`config.mk`:
```
export PLATFORM = sky130hd
export DESIGN_NAME = text_console_wb
export DESIGN_NICKNAME = d
export VERILOG_FILES = /design/src/rtl/text_console_wb.sv
export SDC_FILE = /design/constraint.sdc
export NUM_CORES = 1
export LEC_CHECK = 0
export CAP_MARGIN = 20
export CORE_MARGIN = 10
export CORE_UTILIZATION = 61
export CTS_BUF_LIST = sky130_fd_sc_hd__clkbuf_16
export DETAILED_ROUTE_END_ITERATION = 16
export PLACE_DENSITY = 0.86
export SLEW_MARGIN = 20
export SYNTH_ARGS = -nofsm -noshare
export SYNTH_HDL_FRONTEND = slang
export SYNTH_SLANG_ARGS = --single-unit
```
`constraint.sdc`:
```
create_clock -name clk -period 6.7 [get_ports clk]
set_clock_uncertainty 0.1 [all_clocks]
set_input_delay 1.34 -clock clk [delete_from_list [all_inputs] [get_ports clk]]
set_output_delay 1.34 -clock clk [all_outputs]
set_load 0.03 [all_outputs]
```
`src/rtl/text_console_wb.sv`:
```
// text_console_wb
//   Turns a character stream into Wishbone writes to an 80x30 text RAM.
//   Keeps a cursor and handles CR, LF, BS and auto-wrap. When the cursor
//   moves past the last row, the screen scrolls up one line: every cell
//   from row 1 onward is read and written back one row higher, and then
//   the last row is filled with BLANK.
//
// Ports
//   clk, rst            clock; asynchronous active-high reset
//   i_valid/i_char      incoming character, taken when i_valid && o_ready
//   o_ready             high only while idle
//   o_wb_stb/o_we       bus request strobe and direction (1 = write)
//   o_addr/o_data       request address (row*COLS + col) and write data
//   i_wb_stall/i_wb_ack slave flow control and completion
//   i_data              read data, sampled in the ack cycle
//   o_cur_row/o_cur_col cursor position
module text_console_wb #(
    parameter int         COLS   = 80,
    parameter int         ROWS   = 30,
    parameter int         ADDR_W = 12,
    parameter logic [7:0] BLANK  = 8'h20
) (
    input  logic              clk,
    input  logic              rst,
    input  logic              i_valid,
    input  logic [7:0]        i_char,
    output logic              o_ready,
    output logic              o_wb_stb,
    input  logic              i_wb_stall,
    input  logic              i_wb_ack,
    output logic              o_we,
    output logic [ADDR_W-1:0] o_addr,
    output logic [7:0]        o_data,
    input  logic [7:0]        i_data,
    output logic [4:0]        o_cur_row,
    output logic [6:0]        o_cur_col
);

    // Each request state is immediately followed by its ack state, so
    // "request accepted" is simply state_q + 1.
    localparam logic [3:0] IDLE      = 4'd0;
    localparam logic [3:0] WR        = 4'd1;
    localparam logic [3:0] WR_ACK    = 4'd2;
    localparam logic [3:0] SC_RD     = 4'd3;
    localparam logic [3:0] SC_RD_ACK = 4'd4;
    localparam logic [3:0] SC_WR     = 4'd5;
    localparam logic [3:0] SC_WR_ACK = 4'd6;
    localparam logic [3:0] CLR       = 4'd7;
    localparam logic [3:0] CLR_ACK   = 4'd8;

    localparam logic [ADDR_W-1:0] COLS_A    = ADDR_W'(COLS);
    localparam logic [ADDR_W-1:0] LAST_BASE = ADDR_W'((ROWS - 1) * COLS);
    localparam logic [ADDR_W-1:0] LAST_ADDR = ADDR_W'(COLS * ROWS - 1);
    localparam logic [6:0]        LAST_COL  = 7'(COLS - 1);
    localparam logic [4:0]        LAST_ROW  = 5'(ROWS - 1);

    logic [3:0]        state_q, state_d;
    logic              stb_q, stb_d;
    logic              we_q, we_d;
    logic [ADDR_W-1:0] addr_q, addr_d;
    logic [7:0]        data_q, data_d;
    logic              ready_q;
    logic [4:0]        row_q, row_d;
    logic [6:0]        col_q, col_d;
    logic [ADDR_W-1:0] idx_q, idx_d;
    logic              bs_q, bs_d;

    // row*COLS as a chain of shifted adds, one stage per set bit of COLS.
    logic [ADDR_W-1:0] row_ext;
    logic [ADDR_W-1:0] pp [0:ADDR_W];
    logic [ADDR_W-1:0] cursor_addr;

    assign row_ext = ADDR_W'(row_q);
    assign pp[0]   = '0;

    genvar gi;
    generate
        for (gi = 0; gi < ADDR_W; gi++) begin : g_row_mul
            assign pp[gi+1] = pp[gi] + (COLS_A[gi] ? (row_ext << gi) : '0);
        end
    endgenerate

    assign cursor_addr = pp[ADDR_W] + ADDR_W'(col_q);

    always_comb begin
        state_d = state_q;
        stb_d   = stb_q;
        we_d    = we_q;
        addr_d  = addr_q;
        data_d  = data_q;
        row_d   = row_q;
        col_d   = col_q;
        idx_d   = idx_q;
        bs_d    = bs_q;

        case (state_q)
            IDLE: begin
                if (i_valid && ready_q) begin
                    if (i_char >= 8'h20 && i_char <= 8'h7E) begin
                        addr_d  = cursor_addr;
                        data_d  = i_char;
                        we_d    = 1'b1;
                        bs_d    = 1'b0;
                        state_d = WR;
                    end else if (i_char == 8'h0D) begin
                        col_d = '0;
                    end else if (i_char == 8'h0A) begin
                        col_d = '0;
                        if (row_q < LAST_ROW) begin
                            row_d = row_q + 5'd1;
                        end else begin
                            idx_d   = COLS_A;
                            addr_d  = COLS_A;
                            we_d    = 1'b0;
                            state_d = SC_RD;
                        end
                    end else if (i_char == 8'h08) begin
                        if (col_q != '0) begin
                            addr_d  = cursor_addr - ADDR_W'(1);
                            data_d  = BLANK;
                            we_d    = 1'b1;
                            bs_d    = 1'b1;
                            state_d = WR;
                        end
                    end
                end
            end

            // Strobe rises one cycle after entry, then holds until accepted.
            WR, SC_RD, SC_WR, CLR: begin
                if (!stb_q) begin
                    stb_d = 1'b1;
                end else if (!i_wb_stall) begin
                    stb_d   = 1'b0;
                    state_d = state_q + 4'd1;
                end
            end

            WR_ACK: begin
                if (i_wb_ack) begin
                    state_d = IDLE;
                    if (bs_q) begin
                        col_d = col_q - 7'd1;
                    end else if (col_q == LAST_COL) begin
                        col_d = '0;
                        if (row_q < LAST_ROW) begin
                            row_d = row_q + 5'd1;
                        end else begin
                            idx_d   = COLS_A;
                            addr_d  = COLS_A;
                            we_d    = 1'b0;
                            state_d = SC_RD;
                        end
                    end else begin
                        col_d = col_q + 7'd1;
                    end
                end
            end

            SC_RD_ACK: begin
                if (i_wb_ack) begin
                    data_d  = i_data;
                    addr_d  = idx_q - COLS_A;
                    we_d    = 1'b1;
                    state_d = SC_WR;
                end
            end

            SC_WR_ACK: begin
                if (i_wb_ack) begin
                    if (idx_q == LAST_ADDR) begin
                        idx_d   = LAST_BASE;
                        addr_d  = LAST_BASE;
                        data_d  = BLANK;
                        we_d    = 1'b1;
                        state_d = CLR;
                    end else begin
                        idx_d   = idx_q + ADDR_W'(1);
                        addr_d  = idx_q + ADDR_W'(1);
                        we_d    = 1'b0;
                        state_d = SC_RD;
                    end
                end
            end

            CLR_ACK: begin
                if (i_wb_ack) begin
                    if (idx_q == LAST_ADDR) begin
                        state_d = IDLE;
                    end else begin
                        idx_d   = idx_q + ADDR_W'(1);
                        addr_d  = idx_q + ADDR_W'(1);
                        state_d = CLR;
                    end
                end
            end

            default: state_d = IDLE;
        endcase
    end

    always_ff @(posedge clk or posedge rst) begin
        if (rst) begin
            state_q <= IDLE;
            stb_q   <= 1'b0;
            we_q    <= 1'b0;
            addr_q  <= '0;
            data_q  <= '0;
            ready_q <= 1'b0;
            row_q   <= '0;
            col_q   <= '0;
            idx_q   <= '0;
            bs_q    <= 1'b0;
        end else begin
            state_q <= state_d;
            stb_q   <= stb_d;
            we_q    <= we_d;
            addr_q  <= addr_d;
            data_q  <= data_d;
            // Registered so that it is low throughout reset.
            ready_q <= (state_d == IDLE);
            row_q   <= row_d;
            col_q   <= col_d;
            idx_q   <= idx_d;
            bs_q    <= bs_d;
        end
    end

    assign o_ready   = ready_q;
    assign o_wb_stb  = stb_q;
    assign o_we      = we_q;
    assign o_addr    = addr_q;
    assign o_data    = data_q;
    assign o_cur_row = row_q;
    assign o_cur_col = col_q;

endmodule
```
==> reports/results.tsv, run 1 <==
metric	value	unit
number of synthesized register bits	52	
final worst path period share	0.5859	
syn nets	593	
Slew HR	0.3799	
Post-synth top cells	nor2_1 (61), dfrtp_1 (52), o21ai_0 (51), nand2_1 (47), a21oi_1 (39)	
synth warn	0	
power share of the clock group	0.135	
max-capacitance violation count	0	
sw frac	0.4834	
setup TNS	0	ps
CTS Hold Bufs	0	
GP Congestion	0.9202	
post-route minimum period	3926	ps
Slew Limit Fails	0	
Critical Path AT	4010	ps
root buf cell	clkbuf_16	
cell with the most instances after synthesis	nor2_1	
CTS resizes	0	
hpwl dp	9635	um
initial antenna violation count	0	
EDFF count, synth	0	
Initial DRC Count	387	
WHS Path Cells	2	
core area	0.007214	sq mm
maximum vdd drop	0.2289	mV
DRC errors left	0	
n_diodes	0	
top cell type by total area after synthesis	dfrtp_1	
worst-path fanout max	15	
dpl cells	673	
Int Power	0.001136	W
clock latency on the worst-skew pair	300	ps
largest net degree at the start of global routing	53	
Inserted Clock Buffers	5	
CTS clk-pin slew, worst paths	70	ps
total global routing overflow	0	
Worst-Margin Slew	930.2	ps
part of the power in registers	0.253	
Seq/Total Area, Yosys	0.2880	
Antenna Nets Post-Route	0	
status	completed	
# setup viols final	0	
Worst Hold Margin	441.4	ps
share of cells above drive strength 1	0.07904	
Avg WL per Cell	19.36	um
Synth cell types	88	
combinational power share	0.611	
total number of vias	4575	
Setup CP Type	in2reg	
Storage cell area	0.001301	sq mm
endpoint type of the worst setup path	flip-flop	
Final Hold Viols	0	
routed wire length	13190	um
H-tree depth	2	
P_leak	2.049	nW
Multi-input gate area	0.002979	sq mm
ys async rst share	1.000	
nets@finish	625	
clock buffer depth	2	
num ports	56	
RSZ-0062 raised after global routing	no	
worst r2r path cells	10	
synthesized area	0.004518	sq mm
Sw Pwr	0.001064	W
area delta synth->final	15.31	%
Worst Path Required	6780	ps
post-synthesis cell count	549	
Worst Hold Class	reg2reg	
vias in the first global route	4361	
Worst setup SP type	input port	
# Post-CTS Setup Buffers	0	
PD cells	422.2	mW/mm^2
ys flop type	dfrtp_1	
total track usage	0.2299	
fmax	254.7	MHz
clk sink count	52	
Die Area	0.01125	sq mm
DR vias/cell	6.718	
Die X	106.1	um
final non-filler cell total	681	
PortBufs	55	
Pre-antenna DRT Iters	5	
syn_area_per_cell	8.230	sq um
CTS tree	built	
first-pass GRT wire length	21850	um
Initial Util	0.6263	
Fillers	568	
Synth top area share	0.2880	
top post-synthesis cells by area	dfrtp_1 (29%), ha_1 (5.8%), o21ai_0 (5.6%)	
row count	31	
die height	106.1	um
==> final cells by class <==
class                           instances  area share
Multi-Input combinational cell        444      0.5718
Sequential cell                        52      0.2498
Timing Repair Buffer                   55      0.1057
Clock buffer                            5     0.02402
Tap cell                               99     0.02378
Inverter                               23     0.01681
Clock inverter                          3    0.008165
==> path summary, 6_finish.rpt <==
check                                         startpoint  slack (ps)                  endpoint
worst min-delay path               o_data[1]$_DFFE_PP0P_         440     o_data[1]$_DFFE_PP0P_
min in group asynchronous                            rst        1430  o_cur_col[3]$_DFFE_PP0P_
worst max-delay path                           i_char[1]        2770     o_data[5]$_DFFE_PP0P_
worst max register to register  o_cur_row[0]$_DFFE_PP0P_        3300    o_addr[10]$_DFFE_PP0P_
max in group asynchronous                            rst        4510     o_addr[5]$_DFFE_PP0P_
worst min register to register     o_data[1]$_DFFE_PP0P_         440     o_data[1]$_DFFE_PP0P_
==> kinds of logic after synthesis <==
| kind of cell | share of synthesized area |
|---|---|
| mux | 0.01440 |
| compound gates | 0.3060 |
| xor+xnor | 0.03102 |
| flops | 0.2880 |
| buf+inv | 0.05261 |
| simple gates | 0.2409 |
| fa+ha+maj | 0.06702 |
==> flip-flops by register name, indices dropped and copies added, names as in the netlist <==
register   cells
o_wb_stb       1
o_ready        1
bs_q           1
o_we           1
state_q        4
o_addr        12
o_cur_row      5
o_cur_col      7
o_data         8
idx_q         12
==> per-layer routing <==
metal,global-route usage,share of wire
met2,0.3741,0.48
met3,0.05072,0.089
met1,0.2910,0.41
met5,0,0
met4,0.08897,0.029
==> metrics by stage <==
step | total power, W | instance area [sq um] | worst slack [ps] | utilization
finish | 0.002200 | 5210 | 2774 | 0.7222
global route | 0.002334 | 5210 | 2641 | 0.7222
CTS | 0.002174 | 5209 | 2804 | 0.7220
detailed placement | 0.001863 | 5041 | 2470 | 0.6988
global placement | 0.001822 | 5041 | 2603 | 0.6988
floorplan | 0.001476 | 4518 | 3330 | -
==> layout by cell type, fill, tap and decap left out, types with 10 or more instances in the layout <==
cell,netlist,final
nand3_1,17,17
o21ai_0,51,51
xnor2_1,10,10
nand2_1,47,47
nor2_1,61,61
ha_1,21,21
inv_1,23,22
clkdlybuf4s50_1,0,55
o31ai_1,10,10
a21oi_1,39,39
dfrtp_1,52,52
==> power groups by stage <==
stage,registers (W),clock network [W],logic (W)
CTS,0.000550,0.000297,0.00133
finish,0.000557,0.000298,0.00134
global placement,0.000550,0,0.00127
global route,0.000571,0.000310,0.00145
floorplan,0.000670,0,0.000806
detailed placement,0.000555,0,0.00131
==> critical path: stages <==
cell and delay, ps:
clkdlybuf4s50_1 540, and4_4 270, a311oi_4 670, a41o_2 290, a32o_1 490, mux2_2 400
Note: power is estimated with default switching activity, not from simulation.
==> inputs of run 2 (changes only) <==
--- a/config.mk
+++ b/config.mk
@@ -7,10 +7,10 @@
 export LEC_CHECK = 0
 export CAP_MARGIN = 20
 export CORE_MARGIN = 10
-export CORE_UTILIZATION = 61
+export CORE_UTILIZATION = 52
 export CTS_BUF_LIST = sky130_fd_sc_hd__clkbuf_16
 export DETAILED_ROUTE_END_ITERATION = 16
-export PLACE_DENSITY = 0.86
+export PLACE_DENSITY = 0.78
 export SLEW_MARGIN = 20
 export SYNTH_ARGS = -nofsm -noshare
 export SYNTH_HDL_FRONTEND = slang
==> constraint.sdc (replaced) <==
create_clock -name clk -period 3.2 [get_ports clk]
set_clock_uncertainty 0.1 [all_clocks]
set_input_delay 0.64 -clock clk [delete_from_list [all_inputs] [get_ports clk]]
set_output_delay 0.64 -clock clk [all_outputs]
set_load 0.03 [all_outputs]
==> reports/results.tsv, run 2 (synthesized netlist as in run 1, its figures left out) <==
metric	value	unit
core area	0.008341	sq mm
Storage cell area	0.001305	sq mm
CP max stage delay	530	ps
clk sink count	52	
clock latency on the worst-skew pair	300	ps
worst-path fanout max	3	
# setup viols final	0	
FF-to-FF setup slack	100	ps
Pre-antenna DRT Iters	7	
PD cells	873.7	mW/mm^2
num ports	56	
Slew HR	0.5841	
DR vias/cell	6.354	
clock buffer depth	2	
total track usage	0.2034	
Initial Util	0.5417	
Critical Path AT	3180	ps
maximum vdd drop	0.4818	mV
Worst setup SP type	flip-flop	
fmax	322.8	MHz
Worst-Margin Slew	619.1	ps
FF-to-FF End	o_addr[10]$_DFFE_PP0P_	
Final Hold Viols	0	
GP Congestion	0.9220	
Setup CP Type	reg2reg	
worst hold start	o_data[5]$_DFFE_PP0P_	
endpoint type of the worst setup path	flip-flop	
Inserted Clock Buffers	5	
CTS clk-pin slew, worst paths	80	ps
die height	113.2	um
area delta synth->final	21.32	%
total number of vias	4556	
setup TNS	0	ps
Initial DRC Count	426	
initial antenna violation count	0	
routed wire length	13500	um
Die Area	0.01282	sq mm
share of cells above drive strength 1	0.1422	
status	completed	
Antenna Nets Post-Route	0	
hpwl dp	10340	um
max-capacitance violation count	0	
vias in the first global route	4410	
Area after DPL	0.005286	sq mm
most frequent cells in the layout	nor2_1 (61), clkdlybuf4s50_1 (55), o21ai_0 (51)	
Avg WL per Cell	18.82	um
commonest non-fill, non-tap cell in the layout	nor2_1	
Worst Hold Class	reg2reg	
root buf cell	clkbuf_16	
Die X	113.2	um
final worst path period share	0.9680	
PortBufs	55	
cells along the critical path	ha_1, ha_1, inv_1, fa_2, nand2b_1, a21oi_2, xor2_2, or4_4, a221o_1, a21oi_2, o21ai_0	
post-route cell area	0.005482	sq mm
crit path from	o_cur_row[1]$_DFFE_PP0P_	
Bufs and invs on worst path	1	
worst r2r path cells	11	
Multi-input gate area	0.003003	sq mm
Worst path slowest cell	or4_4	
Worst R2R Start	o_cur_row[1]$_DFFE_PP0P_	
delay-heaviest family, CP	adder cells	
n_diodes	0	
P_leak	2.203	nW
DRC errors left	0	
Slew Limit Fails	0	
first-pass GRT wire length	22100	um
Fillers	695	
post-route minimum period	3098	ps
Hold EP	o_data[5]$_DFFE_PP0P_	
Worst Path Required	3280	ps
H-tree depth	2	
CTS tree	built	
total chip power	0.004789	W
critical path depth	11	
nets@finish	655	
CTS Hold Bufs	0	
largest net degree at the start of global routing	53	
WHS Path Cells	1	
Worst Hold Margin	416.2	ps
total global routing overflow	0	
row count	33	
-- run 2: cell count changes in the layout (fill, tap and decap cells not counted), sizes merged --
cell and change:
clkinv -1, inv +1, buf +30
-- run 2: what timing repair did --
action	4_1_cts	5_1_grt
endpoints found under the setup margin	0	1
resized for setup	0	7
buffers inserted	0	1
hold endpoints to repair	0	0
-- run 2: through the flow --
stage,cells,util,setup slack [ps]
detailed placement,708,0.6338,13.73
floorplan,549,-,16.76
global route,717,0.6572,-13.67
global placement,708,0.6338,107.1
finish,717,0.6572,102.3
CTS,716,0.6539,7.415
-- run 2: worst max-delay path by stage --
stage                              to  slack (ps)
2_1_floorplan  o_addr[10]$_DFFE_PP0P_          20
3_3_place_gp   o_addr[10]$_DFFE_PP0P_         110
3_5_place_dp   o_addr[10]$_DFFE_PP0P_          10
4_1_cts        o_addr[10]$_DFFE_PP0P_           7
5_1_grt        o_addr[10]$_DFFE_PP0P_         -10
6_report       o_addr[10]$_DFFE_PP0P_         100
-- run 2: cell type report --
| class | instances | share of cell area |
|---|---|---|
| Tap cell | 105 | 0.02397 |
| Clock buffer | 5 | 0.02283 |
| Timing Repair Buffer | 85 | 0.1438 |
| Multi-Input combinational cell | 444 | 0.5478 |
| Clock inverter | 3 | 0.007761 |
| Sequential cell | 52 | 0.2381 |
| Inverter | 23 | 0.01575 |
-- run 2: routing by layer --
metal,track usage,share of wire,up-vias
met3,0.03803,0.072,30
met5,0,0,-
li1,-,-,2161
met4,0.06599,0.023,0
met1,0.2650,0.42,2152
met2,0.3306,0.48,213
-- run 2: power by group --
part | internal [W] | switching (W)
Sequential | 0.000876 | 0.000249
Combinational | 0.00129 | 0.00175
Clock | 0.000368 | 0.000258
